--- config.mk ---
export PLATFORM = sky130hd
export DESIGN_NAME = control_riego_flat
export DESIGN_NICKNAME = d
export VERILOG_FILES = /design/src/rtl/control_riego_if.sv /design/src/rtl/control_riego.sv /design/src/flat_wrapper.sv
export SDC_FILE = /design/constraint.sdc
export NUM_CORES = 1
export LEC_CHECK = 0
export CAP_MARGIN = 20
export CORE_MARGIN = 2
export CORE_UTILIZATION = 60
export CTS_BUF_LIST = sky130_fd_sc_hd__clkbuf_8
export DETAILED_ROUTE_END_ITERATION = 7
export GPL_TIMING_DRIVEN = 0
export PLACE_DENSITY = 0.79
export SLEW_MARGIN = 20
export SYNTH_ARGS = -nofsm -noshare
export SYNTH_HDL_FRONTEND = slang
export SYNTH_SLANG_ARGS = --single-unit
--- constraint.sdc ---
create_clock -name clk -period 2.8 [get_ports clk]
set_clock_uncertainty 0.15 [all_clocks]
set_input_delay 0.56 -clock clk [delete_from_list [all_inputs] [get_ports clk]]
set_output_delay 0.56 -clock clk [all_outputs]
set_load 0.01 [all_outputs]
--- src/rtl/control_riego_if.sv ---
// Signal bundle between the watering controller, the humidity front end and the pump.
// The master side is the watering controller; the slave side is its environment.
interface control_riego_if;
  logic       MODbomba;
  logic [3:0] maceta;
  logic [6:0] humedad;
  logic       humedad_valida;
  logic       activarB;
  logic       regar;
  logic       fallo;
  logic [7:0] num_riegos;
  logic [2:0] estado;

  modport master (
    input  MODbomba, maceta, humedad, humedad_valida, activarB,
    output regar, fallo, num_riegos, estado
  );

  modport slave (
    output MODbomba, maceta, humedad, humedad_valida, activarB,
    input  regar, fallo, num_riegos, estado
  );
endinterface

--- src/rtl/control_riego.sv ---
// Watering-decision FSM: debounces dry humidity samples, requests the pump, supervises
// its start/stop with timeouts, enforces a soak period and latches a sticky fault.
module control_riego #(
  parameter int unsigned UMBRAL         = 20,
  parameter int unsigned MUESTRAS_BAJAS = 3,
  parameter logic [63:0] T_ACK          = 64'd50_000_000,
  parameter logic [63:0] T_RIEGO_MAX    = 64'd5_000_000_000,
  parameter logic [63:0] T_ESPERA       = 64'd30_000_000_000
) (
  input  logic             clk,
  input  logic             rst_n,
  control_riego_if.master  bus
);

  typedef enum logic [2:0] {
    MONITOR   = 3'd0,
    SOLICITAR = 3'd1,
    REGANDO   = 3'd2,
    ESPERA    = 3'd3,
    FALLO     = 3'd4
  } estado_t;

  localparam logic [6:0] UMBRAL_L = 7'(UMBRAL);
  localparam logic [3:0] MB_L     = 4'(MUESTRAS_BAJAS);

  estado_t     state_q, state_d;
  logic [63:0] timer_q, timer_d;
  logic [3:0]  dry_q, dry_d;
  logic [7:0]  num_q, num_d;
  logic        regar_q, fallo_q;
  logic        maceta_ok;
  logic        sample_ok;

  assign maceta_ok = (bus.maceta >= 4'd1) && (bus.maceta <= 4'd3);
  assign sample_ok = bus.humedad_valida && (bus.humedad <= 7'd100);

  always_comb begin
    state_d = state_q;
    timer_d = timer_q;
    dry_d   = dry_q;
    num_d   = num_q;
    if (!bus.MODbomba) begin
      state_d = MONITOR;
      timer_d = '0;
      dry_d   = '0;
    end else begin
      case (state_q)
        MONITOR: begin
          timer_d = '0;
          if (sample_ok) begin
            if (bus.humedad < UMBRAL_L) begin
              if (dry_q < MB_L) dry_d = dry_q + 4'd1;
            end else begin
              dry_d = '0;
            end
          end
          // Decide on the updated count so the request follows the last dry strobe directly.
          if ((dry_d == MB_L) && maceta_ok) state_d = SOLICITAR;
        end
        SOLICITAR: begin
          timer_d = timer_q + 64'd1;
          if (bus.activarB) begin
            state_d = REGANDO;
            timer_d = '0;
          end else if (timer_q == T_ACK - 64'd1) begin
            state_d = FALLO;
          end
        end
        REGANDO: begin
          timer_d = timer_q + 64'd1;
          if (!bus.activarB) begin
            state_d = ESPERA;
            timer_d = '0;
            dry_d   = '0;
            if (num_q != 8'hFF) num_d = num_q + 8'd1;
          end else if (timer_q == T_RIEGO_MAX - 64'd1) begin
            state_d = FALLO;
          end
        end
        ESPERA: begin
          timer_d = timer_q + 64'd1;
          if (timer_q == T_ESPERA - 64'd1) begin
            state_d = MONITOR;
            timer_d = '0;
          end
        end
        FALLO: begin
          timer_d = '0;
        end
        default: begin
          state_d = MONITOR;
          timer_d = '0;
        end
      endcase
    end
  end

  always_ff @(posedge clk) begin
    if (!rst_n) begin
      state_q <= MONITOR;
      timer_q <= '0;
      dry_q   <= '0;
      num_q   <= '0;
      regar_q <= 1'b0;
      fallo_q <= 1'b0;
    end else begin
      state_q <= state_d;
      timer_q <= timer_d;
      dry_q   <= dry_d;
      num_q   <= num_d;
      regar_q <= (state_d == SOLICITAR);
      fallo_q <= (state_d == FALLO);
    end
  end

  assign bus.regar      = regar_q;
  assign bus.fallo      = fallo_q;
  assign bus.num_riegos = num_q;
  assign bus.estado     = state_q;

endmodule

--- src/flat_wrapper.sv ---
// flat-port wrapper written by rule: the top's interface ports become plain ports
module control_riego_flat 
#(
  parameter int unsigned UMBRAL         = 20,
  parameter int unsigned MUESTRAS_BAJAS = 3,
  parameter logic [63:0] T_ACK          = 64'd50_000_000,
  parameter logic [63:0] T_RIEGO_MAX    = 64'd5_000_000_000,
  parameter logic [63:0] T_ESPERA       = 64'd30_000_000_000
)
  (clk, rst_n, bus_MODbomba, bus_maceta, bus_humedad, bus_humedad_valida, bus_activarB, bus_regar, bus_fallo, bus_num_riegos, bus_estado);
  control_riego_if bus_i ();
  input  logic clk;
  input  logic rst_n;
  input wire logic [$bits(bus_i.MODbomba)-1:0] bus_MODbomba;
  input wire logic [$bits(bus_i.maceta)-1:0] bus_maceta;
  input wire logic [$bits(bus_i.humedad)-1:0] bus_humedad;
  input wire logic [$bits(bus_i.humedad_valida)-1:0] bus_humedad_valida;
  input wire logic [$bits(bus_i.activarB)-1:0] bus_activarB;
  output wire logic [$bits(bus_i.regar)-1:0] bus_regar;
  output wire logic [$bits(bus_i.fallo)-1:0] bus_fallo;
  output wire logic [$bits(bus_i.num_riegos)-1:0] bus_num_riegos;
  output wire logic [$bits(bus_i.estado)-1:0] bus_estado;
  assign bus_i.MODbomba = bus_MODbomba;
  assign bus_i.maceta = bus_maceta;
  assign bus_i.humedad = bus_humedad;
  assign bus_i.humedad_valida = bus_humedad_valida;
  assign bus_i.activarB = bus_activarB;
  assign bus_regar = bus_i.regar;
  assign bus_fallo = bus_i.fallo;
  assign bus_num_riegos = bus_i.num_riegos;
  assign bus_estado = bus_i.estado;
  control_riego #(.UMBRAL(UMBRAL), .MUESTRAS_BAJAS(MUESTRAS_BAJAS), .T_ACK(T_ACK), .T_RIEGO_MAX(T_RIEGO_MAX), .T_ESPERA(T_ESPERA)) u_core (.clk(clk), .rst_n(rst_n), .bus(bus_i));
endmodule
=== Word level (Yosys, flattened, before mapping) ===
Cells that the tools add are included.

* Flip-flop bits (word level): 81
* Output and inout port bits: 13
* Logic and storage cells: 54
* Input bits: 16
* Memory bits (read-only): 0
* RAM bits: 0
* Memories kept: 0
* Latch bits: 0

* Bitwise operators: 1
* Add/subtract/negate cells: 3
* Eq/ne operators: 12
* Multiplexer cells: 19
* Magnitude comparators: 5
* Shifts and indexed selects: 0
* Divide/modulo/power cells: 0
* Reductions and logical operators: 8
* Multiply operators: 0

{| class="wikitable"
|+ Operator list
! cell !! count
|-
| two-way mux 64 bit || 3
|-
| one-hot mux 64 bit (3 select lines) || 1
|-
| adder 64 x 1 -> 64 bit (second input constant) || 1
|-
| == test 64 x 26 -> 1 bit (second input constant) || 1
|-
| == test 64 x 33 -> 1 bit (second input constant) || 1
|-
| == test 64 x 35 -> 1 bit (second input constant) || 1
|-
| two-way mux 4 bit || 6
|-
| two-way mux 3 bit || 7
|-
| one-hot mux 3 bit (5 select lines) || 1
|-
| adder 8 x 1 -> 8 bit (second input constant) || 1
|-
| != test 8 bit (second input constant) || 1
|-
| one-hot mux 4 bit (2 select lines) || 1
|-
| <= comparator 7 bit (second input constant) || 1
|-
| < comparator 7 x 5 -> 1 bit (second input constant) || 1
|-
| == test 3 x 1 -> 1 bit (second input constant) || 2
|-
| == test 3 x 2 -> 1 bit (second input constant) || 2
|-
| == test 3 bit (second input constant) || 2
|-
| adder 4 x 1 -> 4 bit (second input constant) || 1
|-
| == test 4 x 2 -> 1 bit (second input constant) || 1
|-
| >= comparator 4 x 1 -> 1 bit (second input constant) || 1
|-
| <= comparator 4 x 2 -> 1 bit (second input constant) || 1
|-
| < comparator 4 x 2 -> 1 bit (second input constant) || 1
|-
| AND reduction 2 bit || 2
|-
| AND reduction 4 bit || 1
|-
| other kinds (5) || 7
|}

=== Logic depth before layout (Yosys ltp) ===
* Word-level depth: 12
* Mapped depth: 8
* Mapped depth without buffers: 7

=== Worst setup path after synthesis ===
Ideal clock, no wire load.

* Path kind: flip-flop to flip-flop
* Start point: register u_core.timer_q[17]
* End point: register u_core.timer_q[50]
* Setup slack: 0.606 ns
* Stages on the path, launching flop included: 8
* Library setup time: 0.115 ns
* Path buffers: 1
* Data arrival time: 1.928 ns
* Clock period less this slack: 2.194 ns
* Data required time: 2.535 ns
* Cells stage by stage: dfxtp_1 > or3b_1 > or3_1 > nor4_2 > nand4_2 > nand2_4 > buf_6 > nor2_1

* Cells in the longest elaborated chain, start to end: 3
* Elaborated cells between the ends (all ways): 6
* Classes of those cells: add/sub: 1; eq/ne: 1; mux: 4

{| class="wikitable"
|+ RTL lines
! element !! RTL line !! RTL
|-
| start: declaration || control_riego.sv:27 || <nowiki>logic [63:0] timer_q, timer_d;</nowiki>
|-
| start signal: assignment || control_riego.sv:108 || <nowiki>timer_q <= timer_d;</nowiki>
|-
| adder 64 x 1 -> 64 bit / == test 64 x 35 -> 1 bit (equally long branches) || -- ||
|-
| two-way mux 64 bit (on tied branches) || control_riego.sv:82, control_riego.sv:62, control_riego.sv:71 ||
|-
| one-hot mux 64 bit (3 select lines) * || control_riego.sv:47 || <nowiki>case (state_q)</nowiki>
|}

Every way passes the cells marked *; elsewhere a longest branch is shown, timed or not.
A chain may end at the register's enable or synchronous reset.

=== Worst setup path in the final report ===
* Start point: register u_core.timer_q[12]
* End point: register u_core.timer_q[61]

Same word-level chain as after synthesis.

==> impl_metrics.py <==
metrics = {
    "cts": {
        "cts-root-buf": "clkbuf_8",
        "cts_setup_buffers": 0,
        "hold_buffers": 0,
        "clock_path_buffers": 2,
        "cts-buffers-inserted": 9,
        "htree_levels": 3,
        "clk_latency_ns": 0.36,
        "cts_tree": "yes",
        "clkSlewWorstSetupHoldPaths_ns": 0.09,
        "cts.sinks": 81,
    },
    "timing": {
        "setup_tns_ns": 0,
        "hold_slack_ns": 0.3039,
        "hold_viol_final": 0,
        "min_period_ns": 2.497,
        "slew_headroom_pct": 60.42,
        "tightest_slew_ns": 0.5883,
        "maxSlewViolCount": 0,
        "finalSetupViolations": 0,
        "fmaxAchievable_mhz": 400.6,
        "grt_setup_unrepaired": "no",
        "period_share_pct": 89.16,
    },
    "setup_path": {
        "cp_num_buf_inv": 1,
        "path_class": "reg2reg",
        "arrival_ns": 2.60,
        "slowest_stage": "nor4_1",
        "cp-end-kind": "flop",
        "cp_top_family": "simple AND/OR/NAND/NOR gates",
        "max_stage_delay_ns": 0.47,
        "cpMostUsedCell": "nand4_1",
        "cp_data_required_time_ns": 2.90,
        "cp_max_fo": 10,
        "crit_path_start_kind": "flop",
        "crit_path_cell_trace": "nand4_1, nor4_1, buf_2, nand4_1, nor3_1, xnor2_1, nor2_1",
    },
    "global_route": {
        "grt_usage_pct": 25.45,
        "grt_pass1_wl_um": 14820,
        "grt_max_degree": 15,
        "antenna_found_initial": 0,
        "grt.busiest_layer": "met2",
        "overflow": 0,
        "grt_use_met1_pct": 32.04,
        "grt_pass1_vias": 3283,
        "grt_util_met2_pct": 42.54,
        "use_met3_pct": 6.545,
    },
    "synth": {
        "synth_area_um2": 4019,
        "avgSynthCellArea_um2": 8.252,
        "syn-num-nets": 506,
        "ys_ff_latch": 81,
        "synth_area_leaders": "dfxtp_1 40%, nor2_1 9.6%, xnor2_1 8.1%",
        "yosys.area.top_type_share_pct": 40.35,
        "synth_xor_area_share_pct": 14.82,
        "ys.flop_type": "dfxtp_1",
        "synth_cells": 487,
        "postSynth.asyncResetShare_pct": 0,
        "ys_warn_count": 0,
        "synth_edf_count": 0,
        "yosysTopAreaCell": "dfxtp_1",
        "seq_area_frac_synth_pct": 40.35,
        "synth_fa_ha_area_share_pct": 0.9340,
        "synth_top_family_by_area": "simple AND/OR/NAND/NOR gates",
        "synthMuxAreaShare_pct": 0,
        "synthDistinctLibCells": 42,
        "synth-compound-area-share_pct": 4.234,
        "yosys.area_share.simple_pct": 36.52,
    },
    "layout": {
        "nets": 545,
        "regArea_um2": 1622,
        "num_antenna_cells": 0,
        "multi_input_area_um2": 2277,
        "nFillCells": 514,
        "final_cell_mix": "103 x nor2_1, 81 x dfxtp_1, 43 x nand2_1, 37 x xnor2_1",
        "area_delta_synth_final_pct": 14.41,
        "drive_above_1_share_pct": 6.403,
        "final_common_cell": "nor2_1",
        "finish.utilization_pct": 71.60,
        "final_cells": 608,
    },
    "run_status": {
        "violations": "DRC",
        "status": "complete, but fails checks",
    },
    "worst_hold_path": {
        "hp-class": "reg2reg",
    },
    "power_and_ir_drop": {
        "ir_worst_vdd_mv": 0.3396,
        "leakagePower_nw": 1.409,
        "powerDensity_nw_per_um2": 444.1,
    },
    "route": {
        "post-route-drc-count": 5,
        "dr.pass1.iters": 7,
        "num_vias": 3448,
        "postRouteAntennaNets": 0,
        "drt_iter0_drc": 180,
        "viasPerCell": 5.671,
        "wirelength_um": 8623,
        "post_drt_wl_per_cell_um": 14.18,
    },
    "placement": {
        "dp_hpwl_um": 6322,
        "portBuffers": 28,
        "place.gp.congestion": 0.8647,
        "dp.cells": 592,
    },
    "job": {
        "drv_cap": 0,
    },
    "floorplanning": {
        "num_io_pins": 29,
        "dieArea_um2": 7369,
        "core_area_um2": 6422,
        "die_y_um": 85.84,
        "rows": 29,
        "start_util_pct": 62.58,
        "die_x_um": 85.84,
    },
}
==> area by class of cell <==
class                   instances  share of cell area, %
plain buffers                  12                  2.014
clock buffers                   9                  2.694
clock inverters                 7                  1.578
inverters                       9                 0.7347
multi-input cells             385                  49.52
flip-flops and latches         81                  35.27
well taps                      77                  2.095
repair buffers                 28                  6.095
==> timing repair <==
item,4_1_cts,5_1_grt
endpoints found under the setup margin,0,58
gates resized for setup,0,1
hold endpoints to repair,0,0
==> where the power goes <==
part / switching (mW) / internal, mW / leakage [nW] / total [mW]
sequential: 0.000292 / 1.15 / 0.652 / 1.15
combinational: 0.0149 / 0.0243 / 0.669 / 0.0392
clock: 0.442 / 0.410 / 0.0889 / 0.852
==> metal layers <==
layer  wire length [um]  part of all wire [%]
met5                  0                     0
met1               4091                    47
met2               4031                    47
met4                136                   1.6
met3                363                   4.2
==> Yosys cell counts (2+ instances only) <==
library cell and number:
a21boi_0 2, or2_2 2, a22oi_1 2, nor4bb_1 2, nand4_1 30, nand4_2 2
and3_1 5, dfxtp_1 81, a31oi_1 3, nor2_1 103, inv_1 9, buf_6 6
and4_1 8, xnor2_1 37, and2_1 11, buf_2 2, nor4_2 3, xor2_1 31
ha_1 3, o21ai_0 7, nand2_1 43, nor3_1 17, nor4_1 16, or3_1 2
nand3_1 31, a21oi_1 5, nor2b_1 6, clkbuf_1 4
==> state kept, by name, summed over array words and instances, names as in the netlist <==
name                   flops
u_core.bus.estado          3
u_core.bus.fallo           1
u_core.bus.num_riegos      8
u_core.bus.regar           1
u_core.dry_q               4
u_core.timer_q            64
==> final timing paths <==
| kind | cells after the start | end | slack (ns) | from |
|---|---|---|---|---|
| hold / removal | 2 | u_core.dry_q[3] | 0.30 | u_core.dry_q[3] |
| hold reg to reg | 2 | u_core.dry_q[3] | 0.30 | u_core.dry_q[3] |
| setup reg to reg | 7 | u_core.timer_q[61] | 0.30 | u_core.timer_q[12] |
| setup / recovery | 7 | u_core.timer_q[61] | 0.30 | u_core.timer_q[12] |
==> logic make-up (layout without fill, tap and decap cells) <==
kind of cell    Yosys count  in the layout
fa+ha+maj                 3              3
buf+inv                  21             65
flops                    81             81
simple gates            288            288
xor+xnor                 68             68
compound gates           26             26
==> worst min-delay path: stages (launching register included) <==
cell and delay [ns]:
dfxtp_1 0.33, inv_1 0.05, nor2_1 0.03
==> stage by stage <==
step / setup WS (ns) / area [um2] / power, mW
floorplan: 0.6065 / 4019 / 1.190
global placement: 0.1261 / 4395 / 1.217
detailed placement: 0.05672 / 4395 / 1.217
CTS: 0.2258 / 4592 / 2.051
global route: 0.04411 / 4598 / 2.111
finish: 0.3034 / 4598 / 2.042
(Power assumes the default switching activity.)
